File: config.mk
export PLATFORM = sky130hd
export DESIGN_NAME = instruction_sequencer
export DESIGN_NICKNAME = d
export VERILOG_FILES = /design/src/rtl/instruction_sequencer.sv
export SDC_FILE = /design/constraint.sdc
export NUM_CORES = 1
export LEC_CHECK = 0
export BUFFER_PORTS_ARGS = -buffer_cell sky130_fd_sc_hd__buf_2
export CORE_MARGIN = 1
export CORE_UTILIZATION = 41
export CTS_BUF_LIST = sky130_fd_sc_hd__clkbuf_8
export DETAILED_ROUTE_END_ITERATION = 7
export PLACE_DENSITY = 0.88
export SETUP_SLACK_MARGIN = 0.3
export SLEW_MARGIN = 20
export SYNTH_ARGS = -nofsm -noshare
export SYNTH_HDL_FRONTEND = slang
export SYNTH_SLANG_ARGS = --single-unit
File: constraint.sdc
create_clock -name clk -period 1.32 [get_ports clk]
set_input_delay 0.198 -clock clk [delete_from_list [all_inputs] [get_ports clk]]
set_output_delay 0.198 -clock clk [all_outputs]
set_load 0.005 [all_outputs]
File: src/rtl/instruction_sequencer.sv
// instruction_sequencer: fetches ROM words and presents each to the control unit until it retires; owns the PC.
// Define SEQ_STEP_EN to add single-step mode (step input, WAIT_STEP after each retirement).
module instruction_sequencer #(
  parameter int ADDR_W = 8,
  parameter int INSTR_W = 16,
  parameter int DATA_W = 16,
  parameter logic [ADDR_W-1:0] HALT_ADDR = 8'hFF
) (
  input  logic               clk,
  input  logic               reset,
  input  logic               run,
`ifdef SEQ_STEP_EN
  input  logic               step,
`endif
  output logic [ADDR_W-1:0]  prog_addr,
  input  logic [INSTR_W-1:0] prog_rdata,
  output logic [INSTR_W-1:0] instr,
  output logic               ctrl_hold,
  input  logic               done,
  input  logic               pc_in,
  input  logic               pc_out,
  input  logic [DATA_W-1:0]  bus_in,
  output logic [DATA_W-1:0]  bus_out,
  output logic               bus_out_en,
  output logic [ADDR_W-1:0]  pc,
  output logic               halted
);
  typedef enum logic [2:0] {IDLE, FETCH, LATCH, EXEC, HALTED, WAIT_STEP} state_t;
  state_t state_q, state_d;
  logic [ADDR_W-1:0] pc_q, pc_d;
  logic [INSTR_W-1:0] instr_q, instr_d;
  logic done_q;
  logic retire;
  logic unused_bus;
  assign unused_bus = ^bus_in[DATA_W-1:ADDR_W];
  // Falling edge of Done: a multi-cycle Done retires only once.
  assign retire = (state_q == EXEC) & done_q & ~done;
  assign ctrl_hold = (state_q != EXEC) | retire;
  assign prog_addr = pc_q;
  assign instr = instr_q;
  assign pc = pc_q;
  assign halted = state_q == HALTED;
  assign bus_out_en = pc_out & (state_q == EXEC);
  assign bus_out = bus_out_en ? {{(DATA_W-ADDR_W){1'b0}}, pc_q} : '0;
  always_comb begin
    state_d = state_q;
    pc_d = pc_q;
    instr_d = instr_q;
    case (state_q)
      IDLE: state_d = run ? FETCH : IDLE;
      FETCH: state_d = (pc_q == HALT_ADDR) ? HALTED : LATCH;
      LATCH: begin
        instr_d = prog_rdata;
        pc_d = pc_q + ADDR_W'(1);
        state_d = EXEC;
      end
      EXEC: begin
        pc_d = pc_in ? bus_in[ADDR_W-1:0] : pc_q;
`ifdef SEQ_STEP_EN
        state_d = retire ? WAIT_STEP : EXEC;
`else
        state_d = retire ? FETCH : EXEC;
`endif
      end
      HALTED: begin
        pc_d = run ? '0 : pc_q;
        state_d = run ? FETCH : HALTED;
      end
`ifdef SEQ_STEP_EN
      WAIT_STEP: state_d = step ? FETCH : WAIT_STEP;
`endif
      default: state_d = IDLE;
    endcase
  end
  always_ff @(posedge clk or posedge reset) begin
    if (reset) begin
      state_q <= IDLE;
      pc_q <= '0;
      instr_q <= '0;
      done_q <= 1'b0;
    end else begin
      state_q <= state_d;
      pc_q <= pc_d;
      instr_q <= instr_d;
      done_q <= done;
    end
  end
endmodule

==> results of run 1 <==
## through the flow
| step | setup TNS (ns) | instances | setup WS (ns) | hold slack (ns) |
|---|---|---|---|---|
| after CTS | -6.65 | 299 | -0.258 | 0.0642 |
| after global routing | -11.84 | 313 | -0.384 | 0.0832 |
| final | -11.04 | 313 | -0.363 | 0.0878 |
| after floorplan | -1.29 | 150 | -0.0855 | 0.229 |
| after detailed placement | -1.09 | 273 | -0.102 | 0.275 |
| after global placement | -0.334 | 273 | -0.0642 | 0.275 |
## repair_timing
action                     CTS  global route
pin swaps                   16             9
setup endpoints to repair   53            67
hold buffers                 1             0
gates cloned                 2             0
resized for setup           79            22
hold endpoints to repair    28             0
setup buffers               19            14
## final timing paths
check	start	endpoint	slack [ns]
hold / removal	done	done_q$_DFF_PP0_	0.09
setup reg to reg	state_q[2]$_DFF_PP0_	instr[14]$_DFFE_PP0P_	-0.36
min in group asynchronous	reset	pc[7]$_DFFE_PP0P_	0.62
setup / recovery	state_q[2]$_DFF_PP0_	instr[14]$_DFFE_PP0P_	-0.36
max in group asynchronous	reset	pc[2]$_DFFE_PP0P_	0.41
hold reg to reg	instr[12]$_DFFE_PP0P_	instr[12]$_DFFE_PP0P_	0.52
## registers in the layout, summed over array words and instances (netlist names)
name	flops
instr	16
pc	8
done_q	1
state_q	3
## cells by family after synthesis
group | count (synthesis)
and+or+nand+nor | 39
muxes | 16
DFF | 28
other | 1
buffers and inverters | 29
adders and majority gates | 1
AOI/OAI and AO/OA | 29
## power breakdown
group	switching, mW	internal (mW)	total (mW)
logic	2.59	3.26	5.85
clock network	0.294	0.406	0.701
registers	0.365	1.28	1.64
## layout make-up
type	instances	share of cell area (%)
clock buffer	3	1.39
clock inverter	1	1.01
inverter	8	1.01
multi-input combinational	93	31.5
sequential	28	23.6
tap	46	1.94
timing repair buffer	134	39.5
## per-layer routing
layer / routed length [um] / GRT usage, % / vias up / part of all wire (%)
met4: 686 / 23.3 / 0 / 8.6
met5: 0 / 0 / - / 0
li1: - / - / 739 / -
met2: 3750 / 57.8 / 171 / 47
met3: 766 / 5.47 / 64 / 9.6
met1: 2760 / 39.4 / 869 / 35
## worst register-to-register path, stage by stage (launching register included)
cell	delay, ns
dfrtp_1	0.44
buf_4	0.17
nand2b_4	0.16
nor2_4	0.17
buf_6	0.14
buf_12	0.12
mux2_2	0.36
## cell usage in the layout (no fill, tap or decap), types with 2 or more instances in the layout
| master | netlist | routed |
|---|---|---|
| buf_6 | 1 | 54 |
| a22oi_2 | 0 | 2 |
| dfrtp_2 | 0 | 2 |
| a21oi_4 | 0 | 4 |
| and3_1 | 10 | 2 |
| o21ai_2 | 0 | 3 |
| nor2_1 | 4 | 2 |
| nand2_2 | 0 | 2 |
| nand2_1 | 6 | 4 |
| nand3_1 | 2 | 2 |
| conb_1 | 1 | 8 |
| a21oi_1 | 7 | 2 |
| nand3b_1 | 2 | 2 |
| clkbuf_8 | 0 | 3 |
| mux2_2 | 16 | 10 |
| o22ai_2 | 0 | 2 |
| buf_2 | 1 | 46 |
| o21ai_1 | 4 | 5 |
| dfrtp_1 | 28 | 26 |
| and2_4 | 0 | 2 |
| a32oi_2 | 0 | 2 |
| buf_12 | 0 | 3 |
| and3_4 | 0 | 8 |
| mux2_4 | 0 | 6 |
| inv_1 | 8 | 7 |
| buf_8 | 0 | 3 |
| buf_4 | 18 | 26 |
| nor2_4 | 1 | 3 |
==> run summary, run 1 <==
Hpwl dp: 2890 um
Clock latency on the worst-skew pair: 0.28 ns
Final Power: 8.19 mW
Buffers on Ports: 72
Most common cell in the netlist: dfrtp_1
Root Buffer: clkbuf_8
Routability cong.: 0.852
Util after Layout: 86.4%
Prevailing post-synth register cell: dfrtp_1
First-pass GRT wire length: 10,100 um
Cell count along the critical path: 6
1st-pass router iterations: 4
Initial antenna violation count: 0
# clock sinks: 28
Max clock buf depth: 2
Post-route setup slack: -0.363 ns
H-Tree Level Count: 1
Slew margin rel.: 66.4%
Crit start category: register
Vias in the first global route: 1,803
Slowest Stage Delay on Critical Path: 0.44 ns
Multiplexer share of the synthesized area: 11.8%
GRT Total Usage: 34.2%
Io pins: 89
Peak VDD IR: 1.37 mV
Leakage: 1.42 nW
Layout cell share with drive strength beyond 1: 74.5%
Top-area cell type share of the netlist area: 46.0%
CP Buf/Inv Count: 3
Chip height: 62.9 um
Die ar.: 3960 um2
Multi-input gate area: 936 um2
Die W: 62.9 um
Top delay family on crit path: flip-flops
Post-Synth Simple-Gate Area: 15.9%
Crit-path slowest cell: dfrtp_1
Fin area: 2970 um2
CP max FO: 8
Cell Rows: 21
Failing checks: negative setup slack
Fmax: 594 MHz
DR DRC count: 0
Crit path kind: reg -> reg
XOR/XNOR Fraction of Synth Area: 0%
Arr. time, crit path: 1.84 ns
Synth cell count leaders: 28 x dfrtp_1, 18 x buf_4, 16 x mux2_2, 10 x and3_1, 8 x inv_1
Count of cell types in the netlist: 38
Data required, critical path: 1.48 ns
Number of synthesized flops with an enable pin: 0
Final critical-path share of the clock period: 127%
Synth async-reset ratio: 100%
Synth Area in Compound Gates: 13.1%
Synth area leaders: dfrtp_1 46%, mux2_2 12%, buf_4 8.9%
Final hold violation count: 0
Largest net degree at the start of global routing: 29
Final worst path period need: 1.68 ns
Mapped Cells: 143
Worst-path clk slew: 0.11 ns
Fin Clk Skew: 0.00860 ns
Hold crit path type: in -> reg
Status: complete, but fails checks
Antenna-violating nets left: 0
Synth Area in Adders: 0.822%
Post-synthesis to final-layout area growth: 95.3%
Reg2reg path depth: 6
WL/cell: 25.4 um
Seq. cell area: 703 um2
Num CTS Buffers: 3
Largest family of logic cells by synthesized area: simple AND/OR/NAND/NOR gates
CTS tree: done
Antenna cells: 0
Vias per Instance: 5.89
DRT Wirelength: 7960 um
Post-synthesis sequential area ratio: 46.0%
Synthesized area per cell: 10.6 um2
Post-synth top area cell: dfrtp_1
# nets final: 307
Yosys reg bits: 28
Maximum Capacitance Violations: 0
Slew @ Worst Pin: 0.499 ns
Initial core utilization: 44.2%
CP cell instances: buf_4 > nand2b_4 > nor2_4 > buf_6 > buf_12 > mux2_2
DP Area: 2110 um2
Core ar.: 3440 um2
Setup violations, final: 37
Mapped cell area: 1520 um2
RSZ-0062 raised after global routing: yes
Gr ovfl total: 0
DR iter-0 viols: 162
Vias: 1,843
Fillers: 128
Pins Over Slew Limit: 0
Ys Warns: 0
CP endpoint kind: register
PwrDens: 2750 nW/um2
Worst hold stages: 1
(Power assumes the default switching activity.)
==> run 2: changes to the inputs <==
--- a/config.mk
+++ b/config.mk
@@ -5,12 +5,13 @@
 export SDC_FILE = /design/constraint.sdc
 export NUM_CORES = 1
 export LEC_CHECK = 0
+export ABC_AREA = 1
 export BUFFER_PORTS_ARGS = -buffer_cell sky130_fd_sc_hd__buf_2
 export CORE_MARGIN = 1
 export CORE_UTILIZATION = 41
 export CTS_BUF_LIST = sky130_fd_sc_hd__clkbuf_8
 export DETAILED_ROUTE_END_ITERATION = 7
-export PLACE_DENSITY = 0.88
+export PLACE_DENSITY = 0.87
 export SETUP_SLACK_MARGIN = 0.3
 export SLEW_MARGIN = 20
 export SYNTH_ARGS = -nofsm -noshare
==> run 2 against run 1 <==
  * The flow still finishes with violations (negative setup slack)
  * Die area up 4.0%
  * Flip-flop and latch count unchanged
  * Count of clock-buffer cells in the layout increased by 1
  * Setup slack better by 0.22 ns
  * Combinational power decreased by 36%
  * Global-route usage is 14 points lower
  * Via count fell by 10%
  * Synthesized cell count increased by 50%
  * Clock skew fell by 0.0061 ns
  * Critical endpoint is now bus_out[0]
  * Largest power group unchanged
==> run summary, run 2 <==
Arr. time, crit path: 1.27 ns (-0.57 ns)
H-Tree Level Count: 1 (unchanged)
CTS tree: done
Maximum Capacitance Violations: 0 (unchanged)
Switching Share: 41.9% (+2.3 points)
Reg power frac: 27.6% (+7.6 points)
Data required, critical path: 1.12 ns (-0.36 ns)
Worst-path clk slew: 0.09 ns (-0.02 ns)
Power Internal: 3.44 mW (-30%)
Slowest Stage Delay on Critical Path: 0.46 ns (+0.02 ns)
Num CTS Buffers: 3 (unchanged)
CP cell instances: nor2_8 > nand2_4 > nor2_1 > buf_2
Util after Layout: 68.8% (-18 points)
CP Buf/Inv Count: 1 (-2)
Endpoint of the worst register-to-register path: instr[6]$_DFFE_PP0P_
Initial core utilization: 43.0% (-1.3 points)
Top-area cell type share of the netlist area: 44.2% (-1.8 points)
WL/cell: 11.6 um (-54%)
# clock sinks: 28 (unchanged)
Reg-to-reg startpoint: state_q[2]$_DFF_PP0_
Leakage: 1.46 nW (+2.7%)
Clock latency on the worst-skew pair: 0.27 ns (about the same)
Most common cell after layout, fill and taps aside: nand2_1
Post-synthesis to final-layout area growth: 60.0%
Synth cell count leaders: 97 x nand2_1, 28 x dfrtp_1, 18 x buf_4, 18 x inv_1, 14 x nor2_1
End of the worst hold path: done_q$_DFF_PP0_
Routability cong.: 0.837 (-1.8%)
Buffers on Ports: 72 (unchanged)
Vias: 1,652 (-10%)
Hold crit path type: in -> reg
Failing checks: negative setup slack
Reg2reg path depth: 8 (+2)
Die W: 64.2 um (+2.0%)
Count of cell types in the netlist: 22 (-42%)
Number of synthesized flops with an enable pin: 0 (unchanged)
Final Power: 5.93 mW (-28%)
Layout cell share with drive strength beyond 1: 54.0% (-21 points)
Post-route setup slack: -0.144 ns (+0.219 ns)
Psw: 2.48 mW (-23%)
Hpwl dp: 2600 um (-9.8%)
Worst hold stages: 1 (unchanged)
Final critical-path share of the clock period: 111% (-17 points)
Core ar.: 3690 um2 (+7.2%)
Reg2Reg Setup Slack: -0.06 ns (+0.30 ns)
Largest register FFs: 16 (unchanged)
First-pass GRT wire length: 6330 um (-37%)
Chip height: 64.2 um (+2.0%)
Fmax: 683 MHz (+15%)
Crit start category: register
Gr ovfl total: 0 (unchanged)
Antenna-violating nets left: 0 (unchanged)
Vias in the first global route: 1,512 (-16%)
DR iter-0 viols: 92 (-43%)
Most frequent cells in the layout: 69 x nand2_1, 66 x buf_2, 21 x nand2_2, 21 x buf_4, 18 x dfrtp_1
Clock share of power: 8.9% (+0.3 points)
Ys Warns: 0 (unchanged)
Prevailing post-synth register cell: dfrtp_1
Max clock buf depth: 2 (unchanged)
Top delay family on crit path: flip-flops
Die ar.: 4120 um2 (+4.0%)
Synthesized area per cell: 7.41 um2 (-30%)
Gate power share: 63.4% (-8.0 points)
Pins Over Slew Limit: 0 (unchanged)
Setup violations, final: 34 (-8.1%)
Fin Clk Skew: 0.00251 ns (-0.00608 ns)
GRT Total Usage: 20.1% (-14 points)
Post-synth top area cell: dfrtp_1
1st-pass router iterations: 4 (unchanged)
DRT Wirelength: 4200 um (-47%)
Root Buffer: clkbuf_8
CP max FO: 5 (-3)
Status: complete, but fails checks
DR DRC count: 0 (unchanged)
# nets final: 353 (+15%)
Most common cell in the netlist: nand2_1
Mapped cell area: 1590 um2 (+4.1%)
Yosys reg bits: 28 (unchanged)
Final worst path period need: 1.46 ns (-0.219 ns)
Initial antenna violation count: 0 (unchanged)
Cell Rows: 22 (+4.8%)
Crit path kind: reg -> out
Hold Path Origin: done
Pre-CTS setup slack: 0.0227 ns (+0.125 ns)
CP endpoint kind: output port
Mapped Cells: 214 (+50%)
Synth area leaders: dfrtp_1 44%, nand2_1 23%, buf_4 8.5%
RSZ-0062 raised after global routing: yes
Largest net degree at the start of global routing: 29 (unchanged)
Crit-path slowest cell: dfrtp_2
Peak VDD IR: 1.27 mV (-7.4%)
Synth async-reset ratio: 100% (unchanged)
Post-synthesis sequential area ratio: 44.2% (-1.8 points)
Final hold violation count: 0 (unchanged)
Vias per Instance: 4.58 (-22%)
Antenna cells: 0 (unchanged)
Io pins: 89 (unchanged)
PwrDens: 2340 nW/um2 (-15%)
[run 2: per-layer routing]
metal | vias up | GRT usage (%) | part of all wire (%)
met4 | 0 | 7.50 | 1.4
met2 | 64 | 39.5 | 54
met3 | 4 | 3.39 | 6.0
met5 | - | 0 | 0
li1 | 834 | - | -
met1 | 750 | 21.0 | 38
[run 2: kinds of logic (layout without fill, tap and decap cells)]
kind of cell / Yosys count / after routing / synth area share (%)
XOR/XNOR: 1 / 1 / 0.553
other: 1 / 8 / 0.237
AND/OR/NAND/NOR: 132 / 133 / 35.4
buffers and inverters: 40 / 131 / 14.0
flip-flops: 28 / 28 / 44.2
adder cells (fa/ha/maj): 1 / 1 / 0.789
AO/OA/AOI/OAI: 11 / 11 / 4.73
[run 2: power by group through the flow]
| stage | sequential, mW | combinational (mW) | clock, mW |
|---|---|---|---|
| finish | 1.64 | 3.76 | 0.530 |
| global route | 1.68 | 4.15 | 0.584 |
| CTS | 1.59 | 3.19 | 0.552 |
| detailed placement | 1.66 | 2.35 | 0 |
| global placement | 1.64 | 2.28 | 0 |
| floorplan | 1.64 | 1.62 | 0 |
[run 2: cell type report]
class                           count  area, um2
Timing Repair inverter              1       8.76
Fill cell                         323       1150
Clock buffer                        4       55.1
Multi-Input combinational cell    154        867
Timing Repair Buffer              104        721
Tap cell                           48       60.1
Sequential cell                    28        713
Inverter                           22        111
[run 2: what timing repair did]
| item | 4_1_cts | 5_1_grt |
|---|---|---|
| setup endpoints to repair | 53 | 64 |
| cloned | 3 | 0 |
| pin swaps | 7 | 19 |
| resized for setup | 24 | 55 |
| hold endpoints to repair | 28 | 0 |
| setup buffers | 18 | 9 |
| hold buffers | 1 | 0 |
[run 2: worst reg2reg max path, delay by kind of cell (launching register included)]
kind / cells / cell delay (ns)
buf+inv: 4 / 0.53
flops: 1 / 0.46
simple gates: 4 / 0.33
[run 2: metrics by stage]
| step | hold slack (ns) | area [um2] | TNS (ns) | cells |
|---|---|---|---|---|
| 5_1_grt | 0.0348 | 2540 | -3.65 | 361 |
| 3_5_place_dp | 0.283 | 1960 | 0 | 326 |
| 2_1_floorplan | 0.229 | 1640 | 0 | 221 |
| 4_1_cts | 0.0346 | 2290 | -0.950 | 352 |
| 3_3_place_gp | 0.282 | 1960 | 0 | 326 |
| 6_report | 0.0407 | 2540 | -1.59 | 361 |
[run 2: worst max path at each step]
| stage | from | depth (start not counted) | slack (ns) | to |
|---|---|---|---|---|
| after detailed placement | state_q[0]$_DFF_PP0_ | 7 | 0.02 | pc[2]$_DFFE_PP0P_ |
| after CTS | state_q[2]$_DFF_PP0_ | 4 | -0.09 | bus_out[6] |
| after global routing | state_q[2]$_DFF_PP0_ | 4 | -0.24 | bus_out[0] |
| final | state_q[2]$_DFF_PP0_ | 4 | -0.14 | bus_out[0] |
| after global placement | state_q[0]$_DFF_PP0_ | 7 | 0.05 | pc[2]$_DFFE_PP0P_ |
| after floorplan | state_q[2]$_DFF_PP0_ | 7 | 0.10 | instr[10]$_DFFE_PP0P_ |
